===== config.mk =====
export PLATFORM = sky130hd
export DESIGN_NAME = if_fetch
export DESIGN_NICKNAME = d
export VERILOG_FILES = /design/src/rtl/if_fetch_pkg.sv /design/src/rtl/if_fetch.sv
export SDC_FILE = /design/constraint.sdc
export NUM_CORES = 1
export LEC_CHECK = 0
export BUFFER_PORTS_ARGS = -buffer_cell sky130_fd_sc_hd__buf_2
export CAP_MARGIN = 20
export CORE_AREA = 5 5 103 129
export CTS_CLUSTER_DIAMETER = 60
export DETAILED_ROUTE_END_ITERATION = 12
export DIE_AREA = 0 0 108 134
export GPL_TIMING_DRIVEN = 1
export PLACE_DENSITY = 0.77
export SLEW_MARGIN = 20
export SYNTH_ARGS = -nofsm -noshare
export SYNTH_HDL_FRONTEND = slang
export SYNTH_SLANG_ARGS = --single-unit

===== constraint.sdc =====
create_clock -name clk -period 2.3 [get_ports clk]
set_input_delay 0.23 -clock clk [delete_from_list [all_inputs] [get_ports clk]]
set_output_delay 0.23 -clock clk [all_outputs]
set_load 0.02 [all_outputs]

===== src/rtl/if_fetch_pkg.sv =====
// Shared constants and state encoding for the instruction-fetch stage.
package if_fetch_pkg;

  localparam logic [31:0] RESET_PC_DEFAULT = 32'hBFC0_0000;
  localparam logic [31:0] ZEROWORD         = 32'h0000_0000;
  localparam logic [1:0]  AXI_RESP_OKAY    = 2'b00;
  localparam logic [2:0]  IFETCH_ARPROT    = 3'b100;

  typedef enum logic {
    FS_ADDR = 1'b0,
    FS_DATA = 1'b1
  } fetch_state_e;

endpackage


===== src/rtl/if_fetch.sv =====
// Instruction fetch over AXI-Lite: one outstanding read, AR->R->slot in 2 cycles (1 instr / 2 cycles peak).
// Downstream stall holds the output slot and withholds m_rready; redirects drain any in-flight beat.
module if_fetch
  import if_fetch_pkg::*;
#(
  parameter int                ADDR_W   = 32,
  parameter int                DATA_W   = 32,
  parameter logic [ADDR_W-1:0] RESET_PC = ADDR_W'(RESET_PC_DEFAULT)
) (
  input  logic              clk,
  input  logic              rst,
  input  logic              stall,
  input  logic              branch_flag,
  input  logic [ADDR_W-1:0] branch_target,
  output logic [ADDR_W-1:0] if_pc,
  output logic [DATA_W-1:0] if_inst,
  output logic              if_valid,
  output logic              fetch_err,
  output logic              m_arvalid,
  output logic [ADDR_W-1:0] m_araddr,
  output logic [2:0]        m_arprot,
  input  logic              m_arready,
  input  logic              m_rvalid,
  input  logic [DATA_W-1:0] m_rdata,
  input  logic [1:0]        m_rresp,
  output logic              m_rready
);

  localparam logic [ADDR_W-1:0] ALIGN_MASK  = ~ADDR_W'(3);
  localparam logic [ADDR_W-1:0] RESET_PC_AL = RESET_PC & ALIGN_MASK;

  fetch_state_e      state_q, state_d;
  logic [ADDR_W-1:0] pc;
  logic [ADDR_W-1:0] redirect_pc;
  logic              discard;
  logic              r_hs;
  logic              consume;
  logic [ADDR_W-1:0] target_al;

  // pc only moves on an R handshake, so the AR address stays stable until accepted.
  assign m_araddr  = pc;
  assign m_arprot  = IFETCH_ARPROT;
  assign r_hs      = m_rvalid & m_rready;
  assign consume   = if_valid & ~stall;
  assign target_al = branch_target & ALIGN_MASK;

  always_ff @(posedge clk or negedge rst) begin
    if (!rst) begin
      state_q <= FS_ADDR;
    end else begin
      state_q <= state_d;
    end
  end

  always_comb begin
    state_d   = state_q;
    m_arvalid = 1'b0;
    m_rready  = 1'b0;
    case (state_q)
      FS_ADDR: begin
        m_arvalid = rst;
        if (m_arready) state_d = FS_DATA;
      end
      FS_DATA: begin
        m_rready = rst & (discard | ~if_valid | ~stall);
        if (m_rvalid && m_rready) state_d = FS_ADDR;
      end
      default: state_d = FS_ADDR;
    endcase
  end

  always_ff @(posedge clk or negedge rst) begin
    if (!rst) begin
      pc          <= RESET_PC_AL;
      redirect_pc <= RESET_PC_AL;
      discard     <= 1'b0;
      if_pc       <= '0;
      if_inst     <= DATA_W'(ZEROWORD);
      if_valid    <= 1'b0;
      fetch_err   <= 1'b0;
    end else if (branch_flag) begin
      if_valid <= 1'b0;
      if (r_hs) begin
        // the completing beat is simply dropped; nothing left to drain
        pc      <= target_al;
        discard <= 1'b0;
      end else begin
        redirect_pc <= target_al;
        discard     <= 1'b1;
      end
    end else if (r_hs && discard) begin
      pc      <= redirect_pc;
      discard <= 1'b0;
      if (consume) if_valid <= 1'b0;
    end else if (r_hs) begin
      if_pc    <= pc;
      if_valid <= 1'b1;
      pc       <= pc + ADDR_W'(4);
      if (m_rresp != AXI_RESP_OKAY) begin
        fetch_err <= 1'b1;
        if_inst   <= DATA_W'(ZEROWORD);
      end else begin
        if_inst <= m_rdata;
      end
    end else if (consume) begin
      if_valid <= 1'b0;
    end
  end

endmodule


=== Word-level counts from Yosys, hierarchy flattened ===
Cells that the tools add are included.

* $add $sub $neg: 1
* Multipliers: 0
* Div/mod/pow operators: 0
* $lt $le $gt $ge: 0
* Equality and inequality tests: 1
* Shift-type cells: 0
* Mux-type cells: 17
* Bitwise operators: 11
* Reduce and logical (&&, ||, !) cells: 9

{| class="wikitable"
|+ Operators with widths
! cell !! number
|-
| two-way mux 32 bit || 5
|-
| adder 32 x 3 -> 32 bit (second input constant) || 1
|-
| two-way mux 1 bit || 11
|-
| inverter 1 bit || 6
|-
| nonzero test 2 bit || 3
|-
| AND reduction 2 bit || 2
|-
| AND reduction 4 bit || 1
|-
| bitwise AND 1 bit || 3
|-
| AND reduction 3 bit || 1
|-
| logical AND 1 bit || 2
|-
| != test 2 x 1 -> 1 bit (second input constant) || 1
|-
| bitwise OR 1 bit || 2
|-
| case mux 1 bit (2 select lines) || 1
|}

* Bits in registers: 130
* Latch bits: 0
* Bits in writable memories: 0
* Memory bits (read-only): 0
* Bits of input ports: 72
* Output and inout port bits: 103
* Logic and storage cells: 47
* Memories: 0

=== Longest topological paths before layout ===
Gate-level depths: netlist (run 1).

* Word-level depth: 9
* Gate-level depth with buffers: 7
* Gate-level depth less buffers: 6

=== Worst setup path after synthesis (run 1) ===
OpenSTA, ideal clock, no wires.

* Path type: register to register
* Start point: reg pc[7] (netlist: m_araddr[7])
* End point: reg pc[21] (netlist: m_araddr[21])
* Library setup time: 126 ps
* Data arrival time: 1,911 ps
* Required time: 2,174 ps
* Setup slack: 264 ps
* Cell stages (with the launch flop): 8
* Buffers on the path: 2
* Period minus slack after synthesis: 2,036 ps
* Cells stage by stage: dfrtp_1 > buf_2 > nand4_4 > or4_4 > buf_6 > nor2_4 > o21ai_1 > a221o_1

* Word-level cells in the longest chain between the ends: 4

{| class="wikitable"
|+ RTL lines
! element !! RTL line !! RTL
|-
| from (decl) || if_fetch.sv:33 || <nowiki>logic [ADDR_W-1:0] pc;</nowiki>
|-
| from (signal assigned) || if_fetch.sv:85 || <nowiki>pc <= target_al;</nowiki>
|-
| from (signal assigned) || if_fetch.sv:92 || <nowiki>pc <= redirect_pc;</nowiki>
|-
| from (signal assigned) || if_fetch.sv:98 || <nowiki>pc <= pc + ADDR_W'(4);</nowiki>
|-
| adder 32 x 3 -> 32 bit || if_fetch.sv:98 ||
|-
| two-way mux 32 bit || if_fetch.sv:95 || <nowiki>end else if (r_hs) begin</nowiki>
|-
| two-way mux 32 bit || if_fetch.sv:91 || <nowiki>end else if (r_hs && discard) begin</nowiki>
|-
| two-way mux 32 bit || if_fetch.sv:81 || <nowiki>end else if (branch_flag) begin</nowiki>
|}

Every way passes these cells. The select of a mux whose other input is x is not followed.
A chain may end at the register's enable or synchronous reset.

=== Final worst setup path (run 1) ===
* Start point: in rst
* End point: reg redirect_pc[13]

* Word-level cells in the longest chain between the ends: 5

{| class="wikitable"
|+ RTL lines
! element !! RTL line !! RTL
|-
| from (decl) || if_fetch.sv:11 || <nowiki>input logic rst,</nowiki>
|-
| bitwise AND 1 bit || if_fetch.sv:65 || <nowiki>m_rready = rst & (discard | ~if_valid | ~stall);</nowiki>
|-
| two-way mux 1 bit || if_fetch.sv:59 || <nowiki>case (state_q)</nowiki>
|-
| bitwise AND 1 bit || if_fetch.sv:43 || <nowiki>assign r_hs = m_rvalid & m_rready;</nowiki>
|-
| inverter 1 bit (no source line) || n/a ||
|-
| AND reduction 2 bit (no source line) || n/a ||
|-
| to (signal assigned) || if_fetch.sv:88 || <nowiki>redirect_pc <= target_al;</nowiki>
|-
| to (decl) || if_fetch.sv:34 || <nowiki>logic [ADDR_W-1:0] redirect_pc;</nowiki>
|}

Every way passes these cells.

==> results of run 1 <==
-- metal layers --
layer / track usage / vias up / routed length, um
li1: - / 2591 / -
met1: 0.297 / 2550 / 7040
met2: 0.382 / 225 / 8110
met3: 0.0602 / 19 / 1230
met4: 0.0737 / 0 / 252
met5: 0 / - / 0
-- synth_stat cells, types with 2 or more instances --
cell type / n / share of area
a211oi_1: 7 / 0.0087
a21oi_1: 23 / 0.019
a221o_1: 5 / 0.0083
a22o_1: 2 / 0.0029
a2bb2oi_1: 2 / 0.0029
a31oi_1: 4 / 0.0041
and3_1: 7 / 0.0072
buf_2: 13 / 0.011
buf_4: 8 / 0.0099
clkbuf_1: 27 / 0.017
conb_1: 2 / 0.0012
dfrtp_1: 108 / 0.45
dfstp_2: 18 / 0.078
inv_1: 3 / 0.0019
mux2_2: 30 / 0.056
nand2_1: 206 / 0.13
nand2b_1: 5 / 0.0052
nand3_1: 15 / 0.012
nand3b_1: 2 / 0.0025
nand4_1: 11 / 0.011
nor2_1: 27 / 0.017
nor2_2: 2 / 0.0021
nor2b_1: 2 / 0.0021
nor3_1: 8 / 0.0066
nor3_2: 3 / 0.0050
nor3b_1: 2 / 0.0025
nor4_1: 3 / 0.0031
o211ai_1: 6 / 0.0074
o21ai_0: 52 / 0.043
o21ai_1: 22 / 0.018
o31ai_1: 2 / 0.0025
or2_2: 2 / 0.0021
or4_1: 2 / 0.0025
xnor2_1: 7 / 0.010
xor2_1: 6 / 0.0087
-- final cells by class --
type	count	area, um2
flip-flops and latches	126	3180
multi-input cells	491	2650
well taps	164	205
fillers	1019	4190
repair buffers	188	1050
clock buffers	21	460
inverters	3	11.3
clock inverters	10	185
-- registers in the layout, indices dropped and copies added, names as in the netlist --
signal,flops
if_inst,32
discard,1
state_q,1
m_araddr,30
redirect_pc,30
if_pc,30
fetch_err,1
if_valid,1
-- worst max-delay path, cell delays in order --
cell	delay, ps
dlygate4sd3_1	530
buf_4	290
nand3_1	240
or2_2	400
nand2_1	160
buf_12	200
mux2_2	360
-- through the flow --
| step | util | hold slack (ps) |
|---|---|---|
| after CTS | 0.649 | 41.4 |
| final | 0.649 | 56.1 |
| after detailed placement | 0.594 | 140 |
| after global placement | 0.594 | 136 |
| after global routing | 0.649 | 56.8 |
| after floorplan | - | -65.6 |
-- power groups by stage --
stage	Sequential, mW	Combinational (mW)	Clock (mW)
floorplan	3.56	0.707	0
global placement	3.14	1.86	0
detailed placement	3.18	1.91	0
CTS	3.14	1.92	2.98
global route	3.21	2.08	3.10
finish	3.15	1.90	2.93
-- how the worst max path moves through the flow --
| stage | start | end | slack (ps) | cells after the start |
|---|---|---|---|---|
| floorplan | m_araddr[7] | m_araddr[21] | 260 | 7 |
| global placement | rst | redirect_pc[6] | 370 | 6 |
| detailed placement | rst | redirect_pc[30] | 300 | 6 |
| CTS | rst | redirect_pc[13] | 170 | 7 |
| global route | rst | m_araddr[16] | 60 | 8 |
| finish | rst | redirect_pc[13] | 150 | 7 |
-- kinds of logic after synthesis --
group                    count (synthesis)  synth area share
AO/OA/AOI/OAI                          136             0.132
adder cells (fa/ha/maj)                  1           0.00207
XOR/XNOR                                13            0.0188
other                                    2           0.00124
multiplexers                            30            0.0558
AND/OR/NAND/NOR                        304             0.223
buffers and inverters                   54            0.0426
flip-flops                             126             0.524
-- repair_timing --
item                                   CTS  global route
hold buffers                             1             0
endpoints found under the hold margin   18             0
resized for setup                        0             0
==> flow_summary.ini, run 1 <==
[worst_setup_path]
r2r_setup_slack_ps = 210
r2r-end = m_araddr[20]
cp.arrival_ps = 2430
cp.required_ps = 2590
reg2reg_from = m_araddr[2]
reg2reg_depth = 7
start_kind = primary input
worstSetupPathType = in2reg
crit_fanout = 25
end_kind = flip-flop

[global_routing]
grt_max_degree = 109
track_usage = 0.231
antenna_found_initial = 0
gr-total-overflow = 0
grt_pass1_wl_mm = 26.8
grt_pass1_vias = 5240

[synth]
synth_seq_cells = 126
synthArstFlopShare = 1.00
synth_warnings = 0
synth_area_um2 = 6050
ys_types = 57
synthFlopType = dfrtp_1
ys_seq_area_frac = 0.524
syn-mean-instance-area_um2 = 9.09
netlist_instances = 666
synth_edf_count = 0

[die]
start_util = 0.507
die_h_um = 134
dieArea_um2 = 14500
rows = 45
ioPinCount = 175
coreArea_um2 = 11900
dieWidth_um = 108

[cts]
cts_made_buffers = 17
htree_levels = 4
clk_latency_ps = 400
cts_root_buf = clkbuf_16
cts_tree = yes
clk_pin_slew_worst_paths_ps = 60
cts.sinks = 126
postCtsSetupBuffers = 0
clock_path_buffers = 2

[drt]
drt_first_iter_violations = 481
drc = 0
antenna_left = 0
dr.pass1.iters = 5
viasPerCell = 5.37
avgRoutedWirePerCell_um = 16.6
wl_mm = 16.6
num_vias = 5385

[sta]
worstMarginPinSlew_ps = 609
clock_skew_ps = 6.46
hold_violations = 0
timing.final.crit_share = 0.933
rsz0062_at_grt = no
slew_viol_final = 0
setup_viol = 0
period_minus_slack_ps = 2150
setup_ws_ps = 154
fmax_mhz = 466
finalSetupTns_ps = 0
slew_headroom = 0.591

[power]
clkPwrFrac = 0.367
p_comb_frac = 0.238
p_sw_frac = 0.324
p_int_mw = 5.39
peakVddDrop_v = 0.000483
p_leak_nw = 3.72
p_per_area_nw_per_um2 = 1030
seqPwrFrac = 0.395
total_power_mw = 7.98
switchingPower_mw = 2.58

[placement]
place_inst = 971
place_hpwl_mm = 11.9
post_dp_cell_area_um2 = 7090
gp_congestion = 0.869
dp_slack_ps = 304
portBuffers = 165

[final_layout]
antenna_cells = 0
final_nets = 900
syn_to_final_growth_pct = 27.9
final_cells = 1003
drive_gt1_frac = 0.331
layout_common_cells = nand2_1, buf_2, dfrtp_1
final_common_cell = nand2_1
design_area_um2 = 7740

[worst_hold_path]
hold_start = m_rdata[4]
hold_depth = 3
whs_endpoint = if_inst[4]
hold_path_class = in2reg

[run]
max_cap_violations = 0

[run_status]
outcome = completed
Note: power is estimated with default switching activity, not from simulation.
==> run 2: changes to the inputs <==
Settings changed: CTS_BUF_LIST set to sky130_fd_sc_hd__clkbuf_16, CTS_CLUSTER_SIZE set to 24.
==> run 2 against run 1 <==
Power is 1.1% lower. Critical path type unchanged. Flip-flop and latch count stayed put. Clock-buffer cell count is 4 lower. Die area stayed put. Sequential power hardly changed. Core utilization is 0.17 points lower. Clock power is 3% lower. Setup slack better by 2.0 ps. Non-clock buffer count stayed put. Register-to-register slack better by 30 ps. Largest cell class unchanged.
==> flow_summary.ini, run 2 (synthesis results as in run 1) <==
[sta]
rsz0062_at_grt = no
finalSetupTns_ps = 0
worstMarginPinSlew_ps = 605
fmax_mhz = 466
hold_violations = 0
slew_viol_final = 0
setup_viol = 0
period_minus_slack_ps = 2140
timing.final.crit_share = 0.932
whs_ps = 57.9
clock_skew_ps = 8.53
slew_headroom = 0.594

[drt]
drc = 0
antenna_left = 0
top_layer_used = met4
wl_met1_mm = 6.94
wl_met2_mm = 8.21
wl_met3_mm = 1.27
dr.pass1.iters = 5
avgRoutedWirePerCell_um = 16.6
drt_first_iter_violations = 519
wl_mm = 16.7
viasPerCell = 5.37
num_vias = 5388

[worst_setup_path]
cpPeakStageDelay_ps = 530
cp_slowest_cell = dlygate4sd3_1
startpoint = rst
start_kind = primary input
critPathTopFamily = buffers and inverters
cp.arrival_ps = 2430
reg2reg_from = m_araddr[2]
end_kind = flip-flop
crit_fanout = 25
worstSetupPathType = in2reg
cp.buffers_inverters = 3
cp.required_ps = 2590
crit_path_cell_trace = dlygate4sd3_1, buf_4, nand3_1, or2_2, nand2_1, buf_12, mux2_2

[worst_hold_path]
hold_start = m_rdata[4]
hold_path_class = in2reg

[final_layout]
drive_gt1_frac = 0.329
final_nets = 900
ff_latch_area_um2 = 3180
antenna_cells = 0
multi_input_area_um2 = 2650
largest_reg_flops = 32
layout_common_cells = nand2_1, buf_2, dfrtp_1
syn_to_final_growth_pct = 27.5
post-route-util = 0.647
final_common_cell = nand2_1
fill_cells = 1020
top_register = if_inst

[cts]
cts.sinks = 126
clock_path_buffers = 2
cts_resized = 0
clk_pin_slew_worst_paths_ps = 50
cts_root_buf = clkbuf_16
clk_latency_ps = 400
postCtsSetupBuffers = 0
cts_tree = yes
cts_made_buffers = 17
htree_levels = 4
cts_hold_buf = 1

[placement]
place_hpwl_mm = 11.9
portBuffers = 165
gp_congestion = 0.869

[power]
p_leak_nw = 3.72
p_per_area_nw_per_um2 = 1020
peakVddDrop_v = 0.000475

[die]
start_util = 0.507
rows = 45
dieWidth_um = 108
die_h_um = 134
ioPinCount = 175
dieArea_um2 = 14500
coreArea_um2 = 11900

[global_routing]
grt_max_degree = 109
grt_pass1_wl_mm = 26.8
gr-total-overflow = 0
track_usage = 0.232
antenna_found_initial = 0
grt_pass1_vias = 5244

[run_status]
outcome = completed

[run]
max_cap_violations = 0
## run 2: cell types whose count changed in the layout (fill, tap and decap cells not counted)
cell,previous run,this run
clkinv_1,0,2
inv_1,3,5
clkbuf_8,2,0
clkbuf_1,2,0
## run 2: final cells by class
class | instances | area share
clock buffers | 17 | 0.0551
clock inverters | 14 | 0.0259
multi-input cells | 491 | 0.343
well taps | 164 | 0.0266
repair buffers | 188 | 0.136
inverters | 3 | 0.00146
flip-flops and latches | 126 | 0.411
## run 2: final timing paths
| kind | endpoint | slack, ps | cells past startpoint |
|---|---|---|---|
| max | redirect_pc[13] | 160 | 7 |
| min | if_inst[4] | 60 | 3 |
| max reg2reg | m_araddr[20] | 240 | 7 |
| min reg2reg | if_pc[11] | 470 | 2 |
| max in group asynchronous | if_pc[4] | 780 | 4 |
| min in group asynchronous | discard | 270 | 2 |
## run 2: power by group
part / switching (mW) / total [mW] / internal (mW) / leakage (nW)
combinational: 1.21 / 1.90 / 0.692 / 1.85
clock: 0.940 / 2.84 / 1.90 / 0.311
sequential: 0.425 / 3.15 / 2.72 / 1.56
total: 2.57 / 7.89 / 5.32 / 3.72
## run 2: worst min-delay path, cell delays in order
cell and delay, ps:
buf_2 90, nand2_1 40, o21ai_1 50
## run 2: stage by stage
stage	std cells	worst slack [ps]	area (um2)	total power [mW]
global placement	971	375	7090	5.00
floorplan	671	264	6070	4.27
detailed placement	971	304	7090	5.08
global route	1003	58.4	7720	8.30
CTS	1003	174	7720	7.97
finish	1003	156	7720	7.89
## run 2: layer usage
| layer | vias up | track usage |
|---|---|---|
| met5 | - | 0 |
| li1 | 2594 | - |
| met2 | 222 | 0.383 |
| met4 | 0 | 0.0737 |
| met1 | 2557 | 0.297 |
| met3 | 15 | 0.0636 |
